===== src/rtl/tft_pkg.sv =====
// Shared definitions for the TFT display path: SPI transmitter state encoding,
// SPI mode constants and panel geometry used by the scene/init producers.
package tft_pkg;

  typedef enum logic [1:0] {
    IDLE,
    SHIFT_LO,
    SHIFT_HI,
    LINGER
  } tft_state_e;

  // SPI mode 0: SCK idles low, data sampled on the rising edge.
  localparam logic SPI_CPOL = 1'b0;
  localparam logic SPI_CPHA = 1'b0;

  localparam int TFT_BYTES_PER_PIXEL = 3;
  localparam int TFT_WIDTH           = 320;
  localparam int TFT_HEIGHT          = 480;

endpackage


===== src/rtl/tft_spi_transmitter.sv =====
// Byte-wide producer interface to the TFT 4-wire SPI pins (SCK, MOSI, CS_n, DC).
// Handshake: a byte is taken on any clk edge where tft_transmit=1 and tft_busy=0;
// tft_busy is high from the next cycle until the last SCK falling edge, and
// requests seen while busy are dropped.
module tft_spi_transmitter
  import tft_pkg::*;
#(
  parameter int CLK_DIV   = 2,
  parameter int CS_LINGER = 4
) (
  input  logic       clk,
  input  logic       rst,
  input  logic       tft_dc,
  input  logic [7:0] tft_data,
  input  logic       tft_transmit,
  output logic       tft_busy,
  output logic       spi_sck,
  output logic       spi_mosi,
  output logic       spi_cs_n,
  output logic       spi_dc,
  output tft_state_e dbg_state
);

  localparam int HW = $clog2(CLK_DIV + 1);
  localparam int LW = (CS_LINGER > 0) ? $clog2(CS_LINGER + 1) : 1;
  localparam logic [HW-1:0] HALF_LAST   = HW'(CLK_DIV - 1);
  localparam logic [LW-1:0] LINGER_LAST = LW'((CS_LINGER > 0) ? CS_LINGER - 1 : 0);

  tft_state_e    state;
  logic [HW-1:0] half_cnt;
  logic [2:0]    bit_cnt;
  logic [LW-1:0] linger_cnt;
  logic [7:0]    shreg;
  logic          accept;

  assign accept    = tft_transmit && ((state == IDLE) || (state == LINGER));
  assign dbg_state = state;

  always_ff @(posedge clk) begin
    if (rst) begin
      state      <= IDLE;
      half_cnt   <= '0;
      bit_cnt    <= '0;
      linger_cnt <= '0;
      shreg      <= '0;
      tft_busy   <= 1'b0;
      spi_sck    <= SPI_CPOL;
      spi_mosi   <= 1'b0;
      spi_cs_n   <= 1'b1;
      spi_dc     <= 1'b0;
    end else begin
      case (state)
        IDLE, LINGER: begin
          if (accept) begin
            // Entering from LINGER keeps CS_n low so multi-byte pixels stay framed.
            shreg    <= tft_data;
            spi_dc   <= tft_dc;
            spi_mosi <= tft_data[7];
            spi_cs_n <= 1'b0;
            tft_busy <= 1'b1;
            half_cnt <= '0;
            bit_cnt  <= '0;
            state    <= SHIFT_LO;
          end else if (state == LINGER) begin
            if (linger_cnt == LINGER_LAST) begin
              spi_cs_n <= 1'b1;
              state    <= IDLE;
            end else begin
              linger_cnt <= linger_cnt + 1'b1;
            end
          end
        end
        SHIFT_LO: begin
          if (half_cnt == HALF_LAST) begin
            half_cnt <= '0;
            spi_sck  <= ~SPI_CPOL;
            state    <= SHIFT_HI;
          end else begin
            half_cnt <= half_cnt + 1'b1;
          end
        end
        SHIFT_HI: begin
          if (half_cnt == HALF_LAST) begin
            half_cnt <= '0;
            spi_sck  <= SPI_CPOL;
            if (bit_cnt == 3'd7) begin
              tft_busy <= 1'b0;
              bit_cnt  <= '0;
              if (CS_LINGER == 0) begin
                spi_cs_n <= 1'b1;
                state    <= IDLE;
              end else begin
                linger_cnt <= '0;
                state      <= LINGER;
              end
            end else begin
              // Next bit changes on the falling edge, a full half-period before it is sampled.
              bit_cnt  <= bit_cnt + 1'b1;
              spi_mosi <= shreg[6];
              shreg    <= {shreg[6:0], 1'b0};
              state    <= SHIFT_LO;
            end
          end else begin
            half_cnt <= half_cnt + 1'b1;
          end
        end
        default: state <= IDLE;
      endcase
    end
  end

endmodule


===== config.mk =====
export PLATFORM = sky130hd
export DESIGN_NAME = tft_spi_transmitter
export DESIGN_NICKNAME = d
export VERILOG_FILES = /design/src/rtl/tft_pkg.sv /design/src/rtl/tft_spi_transmitter.sv
export SDC_FILE = /design/constraint.sdc
export NUM_CORES = 1
export LEC_CHECK = 0
export CAP_MARGIN = 20
export CORE_ASPECT_RATIO = 1.4
export CORE_MARGIN = 2
export CORE_UTILIZATION = 51
export DETAILED_ROUTE_END_ITERATION = 6
export PLACE_DENSITY = 0.77
export SETUP_SLACK_MARGIN = 0.02
export SLEW_MARGIN = 40
export SYNTH_ARGS = -nofsm -noshare
export SYNTH_HDL_FRONTEND = slang
export SYNTH_SLANG_ARGS = --single-unit

===== constraint.sdc =====
create_clock -name clk -period 2 [get_ports clk]
set_input_delay 0.5 -clock clk [delete_from_list [all_inputs] [get_ports clk]]
set_output_delay 0.5 -clock clk [all_outputs]
set_load 0.02 [all_outputs]

# [Yosys cells after proc, flatten, opt, wreduce, memory -nomap -nowiden]
# Cells that the tools add are included.
[word_totals] ff_bits=22 in_bits=12 out_inout_bits=7 wordCells=84
[classes] addsub=3 eq_ne=16 mux=38 n_reduce_logical=17
[ops] cell="$mux 3" n=8
[ops] cell="$mux 7" n=3
[ops] cell="$mux 2" n=8
[ops] cell="$ne 2x2->1 const B" n=8
[ops] cell="$pmux 7 s2" n=1
[ops] cell="$pmux 3 s2" n=2
[ops] cell="$reduce_and 4->1" n=3
[ops] cell="$mux 1" n=11
[ops] cell="$reduce_and 3->1" n=3
[ops] cell="$reduce_bool 2->1" n=4
[ops] cell="$add 3x1->3 const B" n=2
[ops] cell="$ne 3x3->1 const B" n=2
[ops] cell="$pmux 1 s2" n=3
[ops] cell="$pmux 2 s3" n=1
[ops] cell="$reduce_and 6->1" n=1
[ops] cell="$eq 2x1->1 const B" n=2
[ops] cell="$eq 2x2->1 const B" n=2
[ops] cell="$pmux 2 s2" n=1
[ops] cell="$reduce_or 2->1" n=2
[ops] cell="$eq 3x2->1 const B" n=1
[ops] cell="$eq 3x3->1 const B" n=1
[ops] cell="$add 2x1->2 const B" n=1
[ops] cell="$logic_not 2->1" n=1
[ops] cell="$reduce_and 2->1" n=1
[ops] cell="2 further kinds" n=2

# [Longest topological paths before layout]
[depth] depth_word=5 mapped_depth=8 mapped_depth_nobuf=6

# [Least setup slack after synthesis]
# No wires, ideal clock.
[synth_path] kind="reg-to-reg" start="reg state[0] (netlist: dbg_state[0])" end="reg tft_busy" setup_time_ns=0.115 arrival_time_ns=1.808 required_ns=1.885 slack_ns=0.077 path_stages_with_launch=8 n_path_buf=1 period_less_slack_ns=1.923 path_cell_list="dfxtp_1 -> inv_1 -> ha_1 -> buf_2 -> mux2i_1 -> a21oi_1 -> a21boi_0 -> o21ba_2"
[synth_via] elab_chain_cells=5 word_cells_on_any_way=12 classes_between="eq/ne (5); mux (1); reduce/logical (6)"
[synth_rtl] element="start, declared" line="tft_spi_transmitter.sv:29" text="tft_state_e state;"
[synth_rtl] element="start signal, assigned" line="tft_spi_transmitter.sv:41" text="state <= IDLE;"
[synth_rtl] element="start signal, assigned" line="tft_spi_transmitter.sv:63" text="state <= SHIFT_LO;"
[synth_rtl] element="start signal, assigned" line="tft_spi_transmitter.sv:67" text="state <= IDLE;"
[synth_rtl] element="$eq 2x2->1 / $logic_not 2->1 (equally long branches)" line="tft_spi_transmitter.sv:36, tft_spi_transmitter.sv:52"
[synth_rtl] element="$logic_or 1x1->1" line="tft_spi_transmitter.sv:36" text="assign accept = tft_transmit && ((state == IDLE) || (state == LINGER));"
[synth_rtl] element="$logic_and 1x1->1" line="tft_spi_transmitter.sv:36"
[synth_rtl] element="$ne 2x2->1 (no line)"
[synth_rtl] element="$reduce_and 4->1 (no line)"
[synth_rtl] element="end signal, assigned" line="tft_spi_transmitter.sv:46" text="tft_busy <= 1'b0;"
[synth_rtl] element="end signal, assigned" line="tft_spi_transmitter.sv:60" text="tft_busy <= 1'b1;"
[synth_rtl] element="end signal, assigned" line="tft_spi_transmitter.sv:87" text="tft_busy <= 1'b0;"
[synth_rtl] element="end, declared" line="tft_spi_transmitter.sv:16" text="output logic tft_busy,"
# Several ways; a longest one is shown, not always the timed one.
# A chain may end at the register's enable or synchronous reset.

# [Final worst setup path]
[layout_path] start="reg bit_cnt[0]" end="reg shreg[4]"
[layout_via] elab_chain_cells=3
[layout_rtl] element="start, declared" line="tft_spi_transmitter.sv:31" text="logic [2:0] bit_cnt;"
[layout_rtl] element="start signal, assigned" line="tft_spi_transmitter.sv:98" text="bit_cnt <= bit_cnt + 1'b1;"
[layout_rtl] element="$eq 3x3->1" line="tft_spi_transmitter.sv:86" text="if (bit_cnt == 3'd7) begin"
[layout_rtl] element="$ne 2x2->1 (no line)"
[layout_rtl] element="$reduce_and 4->1 (no line)"
[layout_rtl] element="end signal, assigned" line="tft_spi_transmitter.sv:56" text="shreg <= tft_data;"
[layout_rtl] element="end signal, assigned" line="tft_spi_transmitter.sv:100" text="shreg <= {shreg[6:0], 1'b0};"
[layout_rtl] element="end, declared" line="tft_spi_transmitter.sv:33" text="logic [7:0] shreg;"
# Every way passes these cells.

==> Implementation_results.wiki <==
{| class="wikitable"
! Metric !! Value
|-
| Slew at the pin with the worst max-slew slack || around 0.5 ns
|-
| Fraction of the cycle the final worst path needs || 0.919
|-
| Peak per-stage delay on the critical path || around 0.4 ns
|-
| Largest net degree at the start of global routing || 16
|-
| Total area of multi-input combinational cells || 668 sq um
|-
| H-tree lvl count || 1
|-
| Minimum clock period after layout || 1.84 ns
|-
| Fill cell instance count of the final layout || between 150 and 200
|-
| Worst path cell trace || ha_1, ha_2, or3b_4, a21oi_4, buf_12, nor2_1, a211oi_1
|-
| Net count after synthesis || between 100 and 150
|-
| Worst setup slack before clock tree synthesis || -0.00748 ns
|-
| Outcome || complete, no violations
|-
| Synth top area share || 0.388
|-
| Final TNS setup || 0 ns
|-
| Number of endpoints with negative hold slack in the final report || 0
|-
| Clock Sinks || 22
|-
| DRT iter0 DRCs || 20
|-
| PortBufs || 18
|-
| Worst slew margin relative to its limit || 0.661
|-
| DR DRC count || 0
|-
| Placed Cells incl. Taps || 155
|-
| Worst path slowest cell || or3b_4
|-
| Number of antenna violations at the first check in global routing || 0
|-
| Die Y-Extent || around 60 um
|-
| Area of placed instances || about 0.0014 sq mm
|-
| Clock latency reported for the late side of the worst-skew pair || around 0.31 ns
|-
| Overflow left after global routing || 0
|-
| Worst-case clock skew || ~0.0045 ns
|-
| Worst-case setup margin in the final layout || approximately 0.16 ns
|-
| TritonCTS Buffers || 3
|-
| Per-instance average area after synthesis || 9.88 sq um
|-
| Leading area contributor after synthesis || dfxtp_1
|-
| Last weighted congestion value of the routability-driven placer || 0.731
|-
| Count of boundary I/O pins || 19
|-
| Gate Count Post-Synth || approximately 120
|-
| Highest attainable clock frequency || between 500 and 600 MHz
|-
| Per-cell routed wire length || ~14 um
|-
| Number of max-capacitance violations reported || 0
|-
| Startpoint kind of the worst setup timing path || flop
|-
| Lkg Pwr || 0.537 nW
|-
| Drt via density || about 5.8
|-
| HPWL reported at the end of detailed placement || 1690 um
|-
| Hold Worst Slack || roughly 0.48 ns
|-
| Required time reported for the critical path endpoint || between 2 and 2.5 ns
|-
| Final standard cell count with taps included and fillers excluded || 160
|-
| N_diodes || 0
|-
| RSZ-0062 raised after global routing || false
|-
| Library cells used by synthesis || 33
|-
| Slack of the worst reg-to-reg path || ~0.16 ns
|-
| Layout cell share with drive strength beyond 1 || 0.181
|-
| Max Slew Vio Count || 0
|-
| Detailed Route WL || 2260 um
|-
| Die width || ~44 um
|-
| Floorplan die area || 0.00263 sq mm
|-
| CTS tree || yes
|-
| Number of nets at the end of the flow || around 160
|-
| Buffer cell driving the clock tree root || clkbuf_4
|-
| Number of search-and-repair iterations in the first detailed-routing pass || 4
|-
| Setup Viol. Count Final || 0
|-
| Sequential cell area || roughly 440 sq um
|-
| Max Fanout on Critical Path || 15
|-
| Warning count from the yosys run || 0
|-
| Wire length of the first global-routing pass || 3710 um
|-
| Total Power Consumption || between 1 and 1.5 mW
|-
| Critical Path End Type || flop
|-
| Sequential fraction of the synthesis area || 0.388
|-
| Cells taking the most area after synthesis || dfxtp_1, mux2i_1, ha_1
|-
| Type of the worst setup path || flop to flop
|-
| Arrival time at the worst endpoint || between 2 and 2.5 ns
|-
| Mapped Area || approximately 0.0011 sq mm
|-
| Num rows || 20
|-
| Number of buffers on the longest clock path || 2
|-
| Worst voltage drop across the vdd grid || between 0.0004 and 0.0005 V
|-
| Antenna-violating nets left || 0
|-
| Power Dens Cells || 694 mW/mm^2
|-
| Vias in the first global route || 900
|-
| Class of the tightest hold or removal check || flop to flop
|-
| Aggregate global-route resource usage || 0.186
|-
| Initial Utilization || 0.528
|-
| Final core area utilization || 0.674
|-
| Floorplan Core Area || 0.00215 sq mm
|-
| Flip-flop and latch count after synthesis || 22
|-
| Clock input transition at the sequential cells of the worst setup and hold paths || 0.13 ns
|-
| Via Count || around 930
|-
| Area growth syn-to-layout || 27.6%
|-
| Finished layout cell area || ~0.0015 sq mm
|}
path summary, 6_finish.rpt:
path / start / to / cells past startpoint
setup / recovery: bit_cnt[0]$_SDFFE_PP0P_ / shreg[4]$_SDFFE_PP0P_ / 7
hold / removal: bit_cnt[1]$_SDFFE_PP0P_ / bit_cnt[1]$_SDFFE_PP0P_ / 2
setup reg to reg: bit_cnt[0]$_SDFFE_PP0P_ / shreg[4]$_SDFFE_PP0P_ / 7
hold reg to reg: bit_cnt[1]$_SDFFE_PP0P_ / bit_cnt[1]$_SDFFE_PP0P_ / 2
power breakdown:
part / switching, mW / total (mW) / internal [mW]
Sequential: 0.0153 / 0.478 / 0.463
Combinational: 0.0859 / 0.185 / 0.0986
Clock: 0.141 / 0.344 / 0.203
timing repair:
action	in CTS	in global routing
endpoints found under the hold margin	0	0
resized for setup	0	6
setup endpoints to repair	0	11
buffers inserted	0	1
hold buffers	0	0
placed cells by master, fill, tap and decap left out, types with 2 or more instances in the layout:
cell type	instances
a211oi_1	5
a211oi_2	3
a21oi_1	5
buf_4	6
clkbuf_4	3
clkdlybuf4s50_1	18
dfxtp_1	21
ha_1	5
ha_2	2
inv_1	4
mux2_2	2
mux2i_1	12
nand2_1	3
nand2b_1	4
nand3b_1	2
nor2_1	18
nor2b_1	4
worst max-delay path: cells and delay by family (launching register included):
kind,cells,cell delay (ns)
AO/OA/AOI/OAI,2,0.39
adder cells (fa/ha/maj),2,0.41
buffers and inverters,1,0.15
flip-flops,1,0.35
AND/OR/NAND/NOR,2,0.44
Yosys cell counts:
cell type,n
nand3_1,1
nand3b_1,2
o21ba_2,1
or3b_4,1
clkbuf_1,1
nor3_1,1
a21o_1,1
nor2b_1,4
buf_2,3
mux2i_1,12
inv_1,4
nand4b_1,1
nand2_1,3
a21boi_0,1
nor2_1,18
o21bai_1,1
o2bb2ai_1,1
a2111oi_0,1
buf_6,1
o31ai_1,1
ha_1,8
a21oi_4,1
a211oi_2,3
nor3b_1,1
a21oi_1,6
dfxtp_1,22
a2111oi_4,1
mux2_2,2
a211oi_1,5
buf_1,1
or2b_1,1
a32oi_1,1
nand2b_1,4
cell type report:
cell class,instances,area share
multi-input combinational,83,0.461
sequential,22,0.305
clock buffer,3,0.0155
clock inverter,1,0.0207
inverter,4,0.0104
timing repair buffer,25,0.169
tap,22,0.0190
registers in the layout, indices dropped and copies added, names as in the netlist:
name and count:
spi_mosi 1, tft_busy 1, spi_cs_n 1, dbg_state 2, shreg 7, linger_cnt 3, half_cnt 2, bit_cnt 3
spi_dc 1, spi_sck 1
routing by layer:
metal  global-route usage  up-vias  wire [um]
met2                0.340       27       1230
met4                0.104        0         71
met3               0.0211        8         75
met1                0.203      437        875
li1                     -      454          -
met5                    0        -          0
cells by family after synthesis:
group / after synthesis / synth area share
simple gates: 37 / 0.166
flops: 22 / 0.388
mux: 14 / 0.126
compound gates: 24 / 0.189
fa+ha+maj: 8 / 0.0881
buf+inv: 10 / 0.0429
No activity file was read; power rests on OpenSTA's default activity.
